--- src/rtl/zstd_accel_pkg.sv ---
// Shared constants and types for the zstd accelerator front end.
package zstd_accel_pkg;

    localparam int WIN_W = 32;
    localparam logic [WIN_W-1:0] DEFAULT_HASH_PRIME = 32'h9E3779B1;

    typedef enum logic {
        ST_FILL = 1'b0,
        ST_RUN  = 1'b1
    } hcg_state_e;

    // Newest byte enters at the top; the oldest byte ends up in bits [7:0].
    function automatic logic [WIN_W-1:0] shift_window(
        input logic [WIN_W-1:0] win,
        input logic [7:0]       data
    );
        return {data, win[WIN_W-1:8]};
    endfunction

endpackage

--- src/rtl/hash_cmd_generator_window_hasher.sv ---
// Multiplicative hash of a 4-byte window; returns the top HASH_WIDTH bits.
module window_hasher
    import zstd_accel_pkg::*;
#(
    parameter int               HASH_WIDTH = 32,
    parameter logic [WIN_W-1:0] HASH_PRIME = DEFAULT_HASH_PRIME
) (
    input  logic [WIN_W-1:0]      window,
    output logic [HASH_WIDTH-1:0] hash
);

    logic [WIN_W-1:0] product;

    assign product = window * HASH_PRIME;
    assign hash    = product[WIN_W-1 -: HASH_WIDTH];

endmodule

--- src/rtl/hash_cmd_generator.sv ---
// Byte stream to hash-command generator for the match engine.
// Define HASH_CMD_COUNT_EN to add the cmd_count push counter output.
module hash_cmd_generator
    import zstd_accel_pkg::*;
#(
    parameter int               HASH_WIDTH = 32,
    parameter int               ADDR_WIDTH = 32,
    parameter logic [WIN_W-1:0] HASH_PRIME = DEFAULT_HASH_PRIME
) (
    input  logic                  clk,
    input  logic                  rst_n,
    input  logic                  in_valid,
    input  logic [7:0]            in_data,
    input  logic                  in_last,
    output logic                  in_ready,
    output logic                  cmd_push,
    output logic [HASH_WIDTH-1:0] cmd_hash,
    output logic [ADDR_WIDTH-1:0] cmd_offset,
    input  logic                  cmd_full,
    output logic                  busy
`ifdef HASH_CMD_COUNT_EN
    ,
    output logic [31:0]           cmd_count
`endif
);

    hcg_state_e            state;
    logic [1:0]            fill_cnt;
    logic [ADDR_WIDTH-1:0] offset;
    logic [WIN_W-1:0]      window;
    logic                  pend;

    logic                  accept;
    logic                  completes;
    logic [WIN_W-1:0]      next_window;
    logic [HASH_WIDTH-1:0] next_hash;

    assign in_ready    = !pend || !cmd_full;
    assign cmd_push    = pend && !cmd_full;
    assign accept      = in_valid && in_ready;
    assign completes   = (state == ST_RUN) || (fill_cnt == 2'd3);
    assign next_window = shift_window(window, in_data);
    assign busy        = pend || (state == ST_RUN) || (fill_cnt != 2'd0);

    window_hasher #(
        .HASH_WIDTH (HASH_WIDTH),
        .HASH_PRIME (HASH_PRIME)
    ) u_hasher (
        .window (next_window),
        .hash   (next_hash)
    );

    // offset always holds the start of the next window; it is 0 during FILL.
    always_ff @(posedge clk) begin
        if (!rst_n) begin
            state      <= ST_FILL;
            fill_cnt   <= 2'd0;
            offset     <= '0;
            window     <= '0;
            pend       <= 1'b0;
            cmd_hash   <= '0;
            cmd_offset <= '0;
        end else begin
            if (cmd_push) begin
                pend <= 1'b0;
            end
            if (accept) begin
                window <= next_window;
                if (completes) begin
                    pend       <= 1'b1;
                    cmd_hash   <= next_hash;
                    cmd_offset <= offset;
                end
                if (in_last) begin
                    state    <= ST_FILL;
                    fill_cnt <= 2'd0;
                    offset   <= '0;
                end else if (state == ST_FILL) begin
                    if (fill_cnt == 2'd3) begin
                        state    <= ST_RUN;
                        fill_cnt <= 2'd0;
                        offset   <= ADDR_WIDTH'(1);
                    end else begin
                        fill_cnt <= fill_cnt + 2'd1;
                    end
                end else begin
                    offset <= offset + ADDR_WIDTH'(1);
                end
            end
        end
    end

`ifdef HASH_CMD_COUNT_EN
    always_ff @(posedge clk) begin
        if (!rst_n) begin
            cmd_count <= 32'd0;
        end else if (cmd_push) begin
            cmd_count <= cmd_count + 32'd1;
        end
    end
`endif

endmodule

--- config.mk ---
export PLATFORM = sky130hd
export DESIGN_NAME = hash_cmd_generator
export DESIGN_NICKNAME = d
export VERILOG_FILES = /design/src/rtl/zstd_accel_pkg.sv /design/src/rtl/hash_cmd_generator_window_hasher.sv /design/src/rtl/hash_cmd_generator.sv
export SDC_FILE = /design/constraint.sdc
export NUM_CORES = 1
export LEC_CHECK = 0
export BUFFER_PORTS_ARGS = -buffer_cell sky130_fd_sc_hd__buf_2
export CAP_MARGIN = 5
export CORE_MARGIN = 2
export CORE_UTILIZATION = 55
export CTS_CLUSTER_DIAMETER = 150
export DETAILED_ROUTE_END_ITERATION = 10
export PLACE_DENSITY = 0.76
export RECOVER_POWER = 100
export SYNTH_ARGS = -nofsm -noshare
export SYNTH_HDL_FRONTEND = slang
export SYNTH_HIERARCHICAL = 1
export SYNTH_SLANG_ARGS = --single-unit
export TNS_END_PERCENT = 50
--- constraint.sdc ---
create_clock -name clk -period 6.1 [get_ports clk]
set_input_delay 0.61 -clock clk [delete_from_list [all_inputs] [get_ports clk]]
set_output_delay 0.61 -clock clk [all_outputs]
set_load 0.005 [all_outputs]
==> summary.txt, run 1 <==
Outcome
  – Run status: complete, but fails checks
  – Failing checks: negative setup slack

Layout
  – Fraction of layout cells with a size suffix above 1: 0.184
  – Fillers: 1,880
  – Final nets: 2,099
  – Area grow syn2layout: 18.0%
  – Non-Filler Instances: 2,036

Logic synthesis
  – Synth Flop Type: dfxtp_1
  – Warning count from the yosys run: 6
  – Syn Inst Count: 1,509
  – Count of flip-flops with a built-in enable after synthesis: 0
  – Distinct cells, synth: 60
  – Avg Cell Area, Syn: 9.24 µm²
  – Syn nets: 1,916
  – Cell Area, Synth: 0.0139 mm²
  – Sequential-to-total area share from yosys stat: 0.178
  – Register bit total from synthesis: 124
  – Async set-reset flop share out of synthesis: 0

Global route
  – First-pass GRT wire length: 57,100 µm
  – GRT Total Usage: 0.278
  – Grt total ovfl: 0
  – Initial antenna violation count: 2
  – Vias in the first global route: 11,369
  – Largest net degree at the start of global routing: 95

Setup path
  – CP Class: flop to flop
  – WP data required: 6460 ps
  – Crit start category: flop
  – CP Max Fanout: 4
  – Worst path arrival time: 6750 ps
  – CP Capture Type: flop

CTS
  – CTS Sinks: 124
  – Clock latency on the worst-skew pair: 430 ps
  – Root Buffer: clkbuf_16
  – CTS Buf Count: 17
  – CTS tree: yes
  – Clock transition at path regs: 70 ps
  – Clock Tree Buf Depth: 2
  – H-tree lvl count: 4

Floorplan
  – Die Ht: 163 µm
  – Row cnt: 58
  – I/O pin cnt: 80
  – Core Box Area: 0.0250 mm²
  – Starting Density: 0.557
  – Die W: 163 µm
  – Die area: 0.0266 mm²

Placement
  – Placed Instances: 1,987
  – Final HPWL DP: 27,400 µm
  – GP Congestion: 0.979
  – Port bufs: 79

Timing
  – Min Tclk post-route: 6400 ps
  – Least-Margin Pin Slew: 1110 ps
  – Final worst-path cycle share: 1.05
  – Final hold viol count: 0
  – Final Skew: 13.5 ps
  – Fmax: 156 MHz
  – Final-report max-slew violation count: 0
  – RSZ-0062 raised after global routing: true
  – Setup violations, final: 11
  – Worst relative slew slack: 0.256
  – Setup ws final: -299 ps

Job
  – # Max-Cap Violations: 0

Pwr
  – LEAKAGE: 8.34 nW
  – Power per cell area: 241 mW/mm²
  – Maximum VDD drop: 347 µV
  – Power Total: 0.00397 W

Route
  – Detailed Route Iter0 Violations: 750
  – Remaining DRCs: 0
  – Initial DRT Pass Iterations: 5
  – Via count: 10,807
  – Drt via density: 5.31
  – Post-route ant nets: 0
  – Wirelength per Cell: 17.2 µm
  – Routed WL: 35,100 µm

Min path
  – Hold crit path type: input port to flop
sequential cells by signal, indices dropped and copies added, names as in the netlist:
name and flops:
cmd_offset 32, fill_cnt 2, state 1, cmd_hash 32, window 24, pend 1, offset 32
path summary, 6_finish.rpt:
path              cells past startpoint  slack, ps         start            to
hold reg to reg                       2        460  cmd_hash[23]  cmd_hash[23]
hold / removal                        3        440    in_data[4]    window[28]
setup reg to reg                     25       -300    window[18]  cmd_hash[31]
setup / recovery                     25       -300    window[18]  cmd_hash[31]
per-stage QoR:
stage	instance area (µm²)	utilization	worst slack (ps)	hold WS [ps]	TNS [ps]
final	16500	0.657	-299	443	-2300
after global routing	16500	0.657	-525	449	-5180
after CTS	16200	0.647	-341	434	-2640
after detailed placement	15500	0.620	-310	450	-2050
after global placement	15500	0.620	-237	442	-1150
after floorplan	14000	-	4.92	449	0
per-layer routing:
metal	vias to the layer above	share of wire	global-route usage
li1	5044	-	-
met1	5332	0.42	0.359
met2	342	0.48	0.453
met3	87	0.059	0.0594
met4	2	0.040	0.116
met5	-	0.00057	0
power breakdown:
part	switching [W]	internal, W	total, W
combinational	0.00113	0.000984	0.00211
clock	0.000425	0.000610	0.00104
sequential	0.00000872	0.000813	0.000822
total	0.00156	0.00241	0.00397
worst max-delay path: stages, from the launching register on:
cell      delay, ps
dfxtp_4         350
buf_4           140
buf_12          120
ha_1            300
buf_4           150
fa_1            510
inv_1            80
fa_1            490
inv_1            60
fa_1            450
ha_1            310
inv_1            70
fa_1            570
fa_1            450
fa_1            540
inv_2            50
ha_4            210
and3_4          170
a31o_1          180
a21oi_2         170
o21ai_2         110
or2_4           270
o21a_1          200
xnor2_1         150
nand2_1          80
a21boi_1        140
final cells by class:
class                   instances  area (µm²)  share of cell area
diodes                          1        2.50            0.000152
multi-input cells             995       10200               0.621
clock inverters                14         161             0.00981
repair buffers                205        1390              0.0842
clock buffers                  18         429              0.0261
flip-flops and latches        124        2520               0.153
well taps                     330         413              0.0251
inverters                     349        1320              0.0803
repair_timing:
item / 4_1_cts / 5_1_grt
buffers inserted: 8 / 8
hold buffers: 0 / 0
pin swaps: 10 / 31
endpoints found under the setup margin: 12 / 13
gates resized for setup: 14 / 44
placed cells by master, fill, tap and decap left out, types with 7 or more instances in the layout:
| cell | Yosys | final |
|---|---|---|
| inv_2 | 0 | 15 |
| dfxtp_1 | 124 | 111 |
| nor2_1 | 54 | 51 |
| xnor2_1 | 56 | 54 |
| buf_2 | 0 | 79 |
| a21o_1 | 11 | 11 |
| nand2_1 | 212 | 211 |
| inv_1 | 349 | 330 |
| a21oi_1 | 23 | 21 |
| dfxtp_4 | 0 | 10 |
| a21boi_0 | 92 | 81 |
| nand3_1 | 12 | 12 |
| nand4_1 | 12 | 12 |
| clkbuf_16 | 0 | 17 |
| buf_4 | 5 | 119 |
| and3_1 | 8 | 7 |
| xor2_1 | 26 | 26 |
| a21boi_1 | 0 | 10 |
| nor3_1 | 9 | 9 |
| ha_4 | 0 | 8 |
| ha_1 | 190 | 182 |
| fa_1 | 204 | 198 |
cell usage after synthesis (all sizes together), types with 7 or more instances:
library cell / number / share of area
and3: 8 / 0.0036
xnor2: 56 / 0.035
a21boi: 92 / 0.050
a21oi: 24 / 0.0089
o21ai: 13 / 0.0049
inv: 349 / 0.094
fa: 204 / 0.29
ha: 190 / 0.17
a21o: 12 / 0.0066
buf: 7 / 0.0032
xor2: 26 / 0.016
nor3: 9 / 0.0032
clkbuf: 34 / 0.0092
nand2: 212 / 0.057
nand3: 13 / 0.0050
dfxtp: 124 / 0.18
nor2: 55 / 0.015
nand4: 12 / 0.0054
cells by family after synthesis:
family	synth area share
adder cells (fa/ha/maj)	0.463
XOR/XNOR	0.0515
flip-flops	0.178
multiplexers	0.000718
buffers and inverters	0.106
AO/OA/AOI/OAI	0.0915
AND/OR/NAND/NOR	0.108
(Power assumes the default switching activity.)
==> run 2, diff against run 1 <==
TNS_END_PERCENT = unset   (was 50)
==> run 2 against run 1 <==
Compared with the run above: cell area down 0.56%; hold slack worse by 2.0 ps; largest cell class unchanged; the run still ends with negative setup slack left; sequential power about the same; critical endpoint is now cmd_hash[23].
==> summary.txt, run 2 (same netlist as run 1, synthesis figures left out) <==
Min path
  – Hold crit path type: input port to flop

CTS
  – Clock latency on the worst-skew pair: 430 ps (about the same)
  – CTS Sinks: 124 (unchanged)
  – CTS tree: yes
  – H-tree lvl count: 4 (unchanged)
  – CTS Buf Count: 17 (unchanged)
  – Root Buffer: clkbuf_16
  – Clock Tree Buf Depth: 2 (unchanged)
  – Clock transition at path regs: 60 ps (about the same)

Route
  – Routed WL: 34,700 µm (-1.2%)
  – Post-route ant nets: 0 (unchanged)
  – Detailed Route Iter0 Violations: 684 (-8.8%)
  – Via count: 10,711 (-0.89%)
  – Initial DRT Pass Iterations: 5 (unchanged)
  – Wirelength per Cell: 17.1 µm (-1.0%)
  – Remaining DRCs: 0 (unchanged)
  – Drt via density: 5.27 (-0.74%)

Timing
  – Fmax: 154 MHz (-1.4%)
  – Setup ws final: -389 ps (-90.4 ps)
  – Worst relative slew slack: 0.251 (-0.00492)
  – Least-Margin Pin Slew: 1120 ps (+7.36 ps)
  – Min Tclk post-route: 6490 ps (+90.4 ps)
  – Final-report max-slew violation count: 0 (unchanged)
  – Final Skew: 12.8 ps (-0.650 ps)
  – RSZ-0062 raised after global routing: true
  – Final worst-path cycle share: 1.06 (+0.0148)
  – Final hold viol count: 0 (unchanged)
  – Setup violations, final: 13 (+2)

Global route
  – Largest net degree at the start of global routing: 95 (unchanged)
  – Initial antenna violation count: 1 (-1)
  – Grt total ovfl: 0 (unchanged)
  – First-pass GRT wire length: 57,100 µm (about the same)
  – GRT Total Usage: 0.278 (unchanged)
  – Vias in the first global route: 11,344 (-0.22%)

Setup path
  – Top delay family on crit path: adder cells
  – CP Class: flop to flop
  – CP peak stage delay: 540 ps (-30 ps)
  – R2R Setup Slk: -390 ps (-90 ps)
  – Crit start category: flop
  – CP max stage cell: fa_1
  – CP dominant cell by count: fa_1
  – WP data required: 6460 ps (about the same)
  – Number of buffers and inverters on the critical path: 10 (+3)
  – CP Max Fanout: 3 (-1)
  – CP Capture Type: flop
  – Worst path arrival time: 6850 ps (+100 ps)

Layout
  – Most frequent cells in the layout: 331 x inv_1, 211 x nand2_1, 200 x fa_1
  – Final nets: 2,096 (-0.14%)
  – Area grow syn2layout: 17.4%
  – Fraction of layout cells with a size suffix above 1: 0.180 (-0.00320)
  – Top Registers: cmd_hash: 32 flops, cmd_offset: 32 flops, offset: 32 flops
  – Post-route design area: 0.0164 mm² (-0.56%)
  – Commonest non-fill, non-tap cell in the layout: inv_1

Placement
  – DP Area: 0.0155 mm² (unchanged)
  – GP Congestion: 0.979 (unchanged)
  – DP Worst Slack: -310 ps (unchanged)
  – Final HPWL DP: 27,400 µm (unchanged)
  – Port bufs: 79 (unchanged)

Pwr
  – Power Total: 0.00391 W (-1.5%)
  – Maximum VDD drop: 344 µV (-1.1%)
  – LEAKAGE: 8.33 nW (about the same)
  – Power per cell area: 239 mW/mm² (-0.90%)

Floorplan
  – Die W: 163 µm (unchanged)
  – Die area: 0.0266 mm² (unchanged)
  – Core Box Area: 0.0250 mm² (unchanged)
  – Row cnt: 58 (unchanged)
  – Starting Density: 0.557 (unchanged)
  – I/O pin cnt: 80 (unchanged)
  – Die Ht: 163 µm (unchanged)

Outcome
  – Run status: complete, but fails checks
  – Failing checks: negative setup slack

Job
  – # Max-Cap Violations: 0 (unchanged)
[run 2: timing repair]
item                       in CTS  in global routing
resized for setup              19                 34
hold buffers                    0                  0
pin swaps                      17                 27
buffers inserted                9                  7
setup endpoints to repair      12                 13
[run 2: worst register-to-register path: stages (launching register included)]
cell and delay (ps):
dfxtp_4 360, inv_4 40, fa_1 540, inv_2 40, fa_2 320, fa_1 500, inv_2 40, fa_1 510
inv_2 50, fa_1 510, inv_2 40, fa_1 530, inv_1 50, fa_1 480, inv_1 50, fa_1 490
inv_2 50, ha_4 230, inv_4 70, nor2_4 60, a221oi_4 310, buf_4 180, a21oi_2 60, o21ai_2 140
or4b_1 440, o311ai_1 100, nand2_1 90, a21boi_1 120
[run 2: cell type report]
cell class | count | area, µm²
clock buffers | 18 | 429
multi-input cells | 995 | 10200
repair buffers | 202 | 1350
clock inverters | 14 | 161
well taps | 330 | 413
fillers | 1909 | 8680
diodes | 1 | 2.50
flip-flops and latches | 124 | 2520
inverters | 349 | 1320
[run 2: metrics by stage]
step,util,std cells,TNS [ps],hold WS (ps)
3_5_place_dp,0.620,1987,-2050,450
4_1_cts,0.648,2027,-2480,434
6_report,0.653,2033,-3150,441
2_1_floorplan,-,1509,0,449
5_1_grt,0.653,2032,-5640,449
3_3_place_gp,0.620,1987,-1150,442
[run 2: worst paths after layout]
check,startpoint,to,cells after the start
setup / recovery,window[12],cmd_hash[23],27
hold / removal,in_data[4],window[28],3
setup reg to reg,window[12],cmd_hash[23],27
hold reg to reg,cmd_hash[23],cmd_hash[23],2
[run 2: routing by layer]
layer | GRT usage | vias up | part of all wire
li1 | - | 5035 | -
met1 | 0.360 | 5220 | 0.42
met2 | 0.453 | 368 | 0.47
met3 | 0.0574 | 88 | 0.067
met4 | 0.115 | 0 | 0.040
met5 | 0 | - | 0
[run 2: power by group]
part / total (W) / internal [W] / switching (W) / leakage [nW]
combinational: 0.00205 / 0.000952 / 0.00110 / 7.04
clock: 0.00104 / 0.000610 / 0.000429 / 0.283
sequential: 0.000822 / 0.000814 / 0.00000856 / 1.01
total: 0.00391 / 0.00238 / 0.00154 / 8.33
